==> config.mk <==
export PLATFORM = sky130hd
export DESIGN_NAME = newton_refine_stage
export DESIGN_NICKNAME = d
export VERILOG_FILES = /design/src/rtl/newton_refine_stage.sv
export SDC_FILE = /design/constraint.sdc
export NUM_CORES = 2
export LEC_CHECK = 0
export BUFFER_PORTS_ARGS = -buffer_cell sky130_fd_sc_hd__buf_2
export CAP_MARGIN = 5
export CORE_MARGIN = 4
export CORE_UTILIZATION = 60
export CTS_CLUSTER_SIZE = 28
export DETAILED_ROUTE_END_ITERATION = 8
export PLACE_DENSITY = 0.77
export SYNTH_ARGS = -nofsm -noshare
export SYNTH_HDL_FRONTEND = slang
export SYNTH_SLANG_ARGS = --single-unit
==> constraint.sdc <==
create_clock -name clk -period 18.85 [get_ports clk]
set_clock_uncertainty 0.2 [all_clocks]
set_input_delay 3.77 -clock clk [delete_from_list [all_inputs] [get_ports clk]]
set_output_delay 3.77 -clock clk [all_outputs]
set_load 0.02 [all_outputs]
==> src/rtl/newton_refine_stage.sv <==
// newton_refine_stage: iterative Newton-Raphson refinement of a 1/sqrt(x) estimate.
// One arithmetic step per cycle (HALF, then SQ/MX/SUB/MY per pass). The arithmetic
// is truncating single precision. Special operands are flagged once in HALF, and the
// flagged value replaces the computed result at DONE, so latency is the same for
// every job.
//
// Handshake: a job transfers on a rising edge where in_valid & in_ready are both
// high. in_ready is high only in IDLE. A result transfers on a rising edge where
// out_valid & out_ready are both high. out_valid is high only in DONE, and
// y_out holds its value until that transfer.
module newton_refine_stage #(
    parameter int ITERATIONS = 1
) (
    input  logic        clk,
    input  logic        rst,
    input  logic        in_valid,
    output logic        in_ready,
    input  logic [31:0] x_in,
    input  logic [31:0] y0_in,
    output logic        out_valid,
    input  logic        out_ready,
    output logic [31:0] y_out,
    output logic        busy,
    output logic [2:0]  dbg_state_o
);

    typedef enum logic [2:0] {
        IDLE = 3'd0,
        HALF = 3'd1,
        SQ   = 3'd2,
        MX   = 3'd3,
        SUB  = 3'd4,
        MY   = 3'd5,
        DONE = 3'd6
    } state_e;

    localparam logic [1:0] LAST_PASS = 2'(ITERATIONS - 1);
    localparam logic [31:0] QNAN    = 32'h7FC0_0000;
    localparam logic [31:0] POS_INF = 32'h7F80_0000;

    state_e      state_q, state_d;
    logic [31:0] x_q, x_d;
    logic [31:0] y_q, y_d;
    logic [31:0] xh_q, xh_d;
    logic [31:0] s_q, s_d;
    logic [31:0] t_q, t_d;
    logic [31:0] r_q, r_d;
    logic [1:0]  pass_q, pass_d;
    logic        spec_q, spec_d;
    logic [31:0] spec_val_q, spec_val_d;

    // Truncating multiply. Zero/denormal operands give +0, underflow flushes to +0,
    // and overflow saturates to +inf.
    function automatic logic [31:0] fmul(input logic [31:0] a, input logic [31:0] b);
        logic [23:0] ma;
        logic [23:0] mb;
        logic [47:0] p;
        logic [22:0] frac;
        int          e;
        logic [31:0] res;
        ma = {1'b1, a[22:0]};
        mb = {1'b1, b[22:0]};
        p  = {24'd0, ma} * {24'd0, mb};
        e  = int'(a[30:23]) + int'(b[30:23]) - 127;
        if (p[47]) begin
            frac = p[46:24];
            e    = e + 1;
        end else begin
            frac = p[45:23];
        end
        if (a[30:23] == 8'd0 || b[30:23] == 8'd0 || e <= 0) begin
            res = 32'd0;
        end else if (e >= 255) begin
            res = POS_INF;
        end else begin
            res = {a[31] ^ b[31], e[7:0], frac};
        end
        return res;
    endfunction

    // r = 1.5 - t for non-negative t. The smaller operand is aligned with three
    // guard bits, the result is left-normalized and truncated, and t >= 1.5 gives +0.
    function automatic logic [31:0] fsub15(input logic [31:0] t);
        logic [26:0] b;
        logic [26:0] d;
        logic [26:0] n;
        logic [7:0]  diff;
        logic [7:0]  e;
        logic [4:0]  lz;
        logic        found;
        logic [31:0] res;
        b     = 27'd0;
        d     = 27'd0;
        n     = 27'd0;
        diff  = 8'd0;
        e     = 8'd0;
        lz    = 5'd0;
        found = 1'b0;
        if (t[30:0] >= 31'h3FC0_0000) begin
            res = 32'd0;
        end else if (t[30:23] == 8'd0) begin
            res = 32'h3FC0_0000;
        end else begin
            diff = 8'd127 - t[30:23];
            b    = (diff > 8'd26) ? 27'd0 : ({1'b1, t[22:0], 3'b000} >> diff);
            d    = 27'h600_0000 - b;
            for (int i = 26; i >= 0; i--) begin
                if (!found) begin
                    if (d[i]) begin
                        found = 1'b1;
                    end else begin
                        lz = lz + 5'd1;
                    end
                end
            end
            n   = d << lz;
            e   = 8'd127 - {3'd0, lz};
            res = {1'b0, e, n[25:3]};
        end
        return res;
    endfunction

    // State and datapath registers; reset discards any job in flight.
    always_ff @(posedge clk or negedge rst) begin
        if (!rst) begin
            state_q    <= IDLE;
            x_q        <= 32'd0;
            y_q        <= 32'd0;
            xh_q       <= 32'd0;
            s_q        <= 32'd0;
            t_q        <= 32'd0;
            r_q        <= 32'd0;
            pass_q     <= 2'd0;
            spec_q     <= 1'b0;
            spec_val_q <= 32'd0;
        end else begin
            state_q    <= state_d;
            x_q        <= x_d;
            y_q        <= y_d;
            xh_q       <= xh_d;
            s_q        <= s_d;
            t_q        <= t_d;
            r_q        <= r_d;
            pass_q     <= pass_d;
            spec_q     <= spec_d;
            spec_val_q <= spec_val_d;
        end
    end

    // Next-state, one datapath step per state, and handshake outputs.
    always_comb begin
        state_d    = state_q;
        x_d        = x_q;
        y_d        = y_q;
        xh_d       = xh_q;
        s_d        = s_q;
        t_d        = t_q;
        r_d        = r_q;
        pass_d     = pass_q;
        spec_d     = spec_q;
        spec_val_d = spec_val_q;
        in_ready   = 1'b0;
        out_valid  = 1'b0;
        busy       = 1'b1;
        y_out      = 32'd0;
        case (state_q)
            IDLE: begin
                in_ready = 1'b1;
                busy     = 1'b0;
                if (in_valid) begin
                    x_d     = x_in;
                    y_d     = y0_in;
                    pass_d  = 2'd0;
                    state_d = HALF;
                end
            end
            HALF: begin
                // Halving by exponent decrement; the smallest normal halves to +0.
                xh_d = (x_q[30:23] == 8'd1) ? 32'd0
                                            : {x_q[31], x_q[30:23] - 8'd1, x_q[22:0]};
                spec_d     = 1'b1;
                spec_val_d = QNAN;
                if (y_q[30:23] == 8'd0 || y_q[30:23] == 8'hFF ||
                    (x_q[31] && x_q[30:0] != 31'd0) ||
                    (x_q[30:23] == 8'hFF && x_q[22:0] != 23'd0)) begin
                    spec_val_d = QNAN;
                end else if (x_q[30:23] == 8'd0) begin
                    spec_val_d = POS_INF;
                end else if (x_q[30:0] == 31'h7F80_0000) begin
                    spec_val_d = 32'd0;
                end else begin
                    spec_d = 1'b0;
                end
                state_d = SQ;
            end
            SQ: begin
                s_d     = fmul(y_q, y_q);
                state_d = MX;
            end
            MX: begin
                t_d     = fmul(xh_q, s_q);
                state_d = SUB;
            end
            SUB: begin
                r_d     = fsub15(t_q);
                state_d = MY;
            end
            MY: begin
                y_d = fmul(y_q, r_q);
                if (pass_q == LAST_PASS) begin
                    state_d = DONE;
                end else begin
                    pass_d  = pass_q + 2'd1;
                    state_d = SQ;
                end
            end
            DONE: begin
                out_valid = 1'b1;
                y_out     = spec_q ? spec_val_q : y_q;
                if (out_ready) begin
                    state_d = IDLE;
                end
            end
            default: begin
                state_d = IDLE;
            end
        endcase
    end

    assign dbg_state_o = state_q;

endmodule

==> flow_summary.yaml <==
grt:
  grt_max_degree: 72
  first_global_vias: 56600
  grt-ovfl-total: 0
  grt_first_pass_wirelength_microns: 306000
  antenna_found_initial: 8
  grt.total_usage_pct: 33.4
critical_path:
  path_max_fanout: 16
  critPathMostFrequentCell: "ha_1"
  rr_worst_depth: 75
  cpPeakStageDelay_ns: 0.65
  startpoint_type: "register"
  critical_path_class: "register to register"
  crit_arrival_ns: 17.82
  critPathCaptureType: "register"
  required_ns: 19.05
  critPathTopFamily: "compound AO/OA/AOI/OAI gates"
  path_buf_inv: 2
  cp.depth: 75
  slowest_stage: "mux4_2"
sta:
  post-route-period-util_pct: 93.5
  slew_viol_final: 0
  post-route-min-period_ns: 17.62
  hold_violations: 0
  worst_pin_slew_ns: 1.34
  slew_headroom_pct: 10.6
  max_freq_ghz: 0.0568
  setup_viol: 0
  grt_setup_unrepaired: "false"
  setup_tns_ns: 0
synth:
  syn_nets: 9632
  synth_cells: 7599
  synth_top_area_share_pct: 41.5
  postSynth.asyncResetShare_pct: 100
  synth_area_sq_um: 67000
  synthTopCellsByCount: "1645 x inv_1, 1387 x fa_1, 1071 x nand2_1"
  synthTopCellsByArea: "fa_1 41%, ha_1 11%, inv_1 9.2%"
  yosys_warnings: 0
  synth-edff-count: 0
  synth.most_common_cell: "inv_1"
  synthFlopType: "dfrtp_1"
  ys_seq_area_share_pct: 7.25
  avgSynthCellArea_sq_um: 8.81
  yosys.area.top_type: "fa_1"
  synth_cell_type_count: 97
  ys_ff_latch: 194
place:
  dp_cells: 8952
  place_congestion: 0.928
  dp_hpwl_microns: 145000
  port_buffers: 105
floorplanning:
  core_sq_um: 111000
  ioPinCount: 106
  fp-row-count: 122
  initial_utilization_pct: 60.5
  die_w_microns: 342
  die_h_microns: 342
  die-area_sq_um: 117000
run:
  drv_cap: 0
worst_hold_path:
  hold_class: "register to register"
  hold_depth: 2
clock_network:
  cts_buffers: 17
  cts_tree: "yes"
  clock_latency_ns: 0.53
  clock-root-buffer: "clkbuf_16"
  clock_path_buffers: 2
  cts_sinks: 194
  cts_hold_buf: 0
  htreeDepth: 4
  cts.clk_slew.worst_paths_ns: 0.09
route:
  dr.pass1.iters: 6
  drc_errors: 0
  wire_per_inst_microns: 20.9
  via_per_inst: 5.82
  vias: 52300
  wl_microns: 188000
  ant_nets: 0
  drtIter0Drc: 3888
layout:
  layout-drive-gt1-share_pct: 5.03
  area_growth_pct: 3.99
  finalNetCount: 9517
  fin_cells: 8988
status:
  status: "finished, final reports clean"
==> per-stage QoR <==
step / hold slack, ns / instance area (sq um) / worst slack [ns] / util (%)
after global placement: 0.264 / 69000 / 0.840 / 62.3
after global routing: 0.345 / 69600 / 0.0732 / 62.9
final: 0.291 / 69600 / 1.23 / 62.9
after floorplan: 0.240 / 67000 / 3.28 / -
after CTS: 0.296 / 69600 / 0.751 / 62.9
after detailed placement: 0.277 / 69000 / 0.845 / 62.3
==> cell families after synthesis <==
logic type	after synthesis	synth area share [%]
compound gates	791	7.83
xor+xnor	191	2.80
fa+ha+maj	1970	52.3
buf+inv	2024	11.4
flops	194	7.25
mux	132	2.08
simple gates	2297	16.3
==> final timing paths <==
kind / start / to / slack [ns]
setup / recovery: t_q[23] / r_q[8] / 1.23
hold / removal: s_q[13] / s_q[13] / 0.29
setup reg to reg: t_q[23] / r_q[8] / 1.23
hold reg to reg: s_q[13] / s_q[13] / 0.29
max in group asynchronous: rst / y_q[21] / 13.93
min in group asynchronous: rst / pass_q[0] / 3.00
==> cell type report <==
class | instances | area [sq um]
inverters | 1648 | 6190
clock inverters | 14 | 161
multi-input cells | 5381 | 54500
diodes | 3 | 7.51
fillers | 9258 | 41000
flip-flops and latches | 194 | 4870
repair buffers | 242 | 1570
well taps | 1488 | 1860
clock buffers | 18 | 429
==> sequential cells by signal, indices dropped and copies added (netlist names) <==
| register | cells |
|---|---|
| dbg_state_o | 3 |
| r_q | 29 |
| t_q | 31 |
| s_q | 31 |
| spec_q | 1 |
| pass_q | 2 |
| spec_val_q | 2 |
| y_q | 32 |
| x_q | 32 |
| xh_q | 31 |
==> layout by cell type (no fill, tap or decap), types with 25 or more instances in the layout <==
cell	n
dfrtp_1	187
and2_1	507
o21ai_0	214
or2_2	25
buf_2	104
ha_1	578
a22oi_1	28
inv_1	1645
nand2_1	1070
xnor2_1	115
a22o_1	47
buf_4	136
nor4_1	38
o22ai_1	26
mux2i_1	110
o21a_1	40
a21oi_1	150
nor3_1	95
nand3_1	67
a21o_1	54
fa_1	1387
a211oi_1	25
xor2_1	58
nor2b_1	33
nor2_1	303
==> tightest hold or removal path: stages (launching register included) <==
cell and delay (ns):
dfrtp_1 0.35, nand2_1 0.05, o21ai_0 0.06
==> layer usage <==
metal  vias up  part of all wire (%)  global-route usage, %
li1      23000                     -                      -
met1     26300                    40                   45.6
met2      2445                    46                   53.5
met3       497                   9.2                   6.60
met4         8                   4.1                   12.0
met5         -                 0.026                      0
==> what timing repair did <==
item | 4_1_cts | 5_1_grt
endpoints found under the setup margin | 0 | 23
resized for setup | 0 | 10
setup buffers | 0 | 1
Power is left out: the tool's default activity adds up to more than one toggle a clock period on the data nets, which glitch-free logic cannot reach.
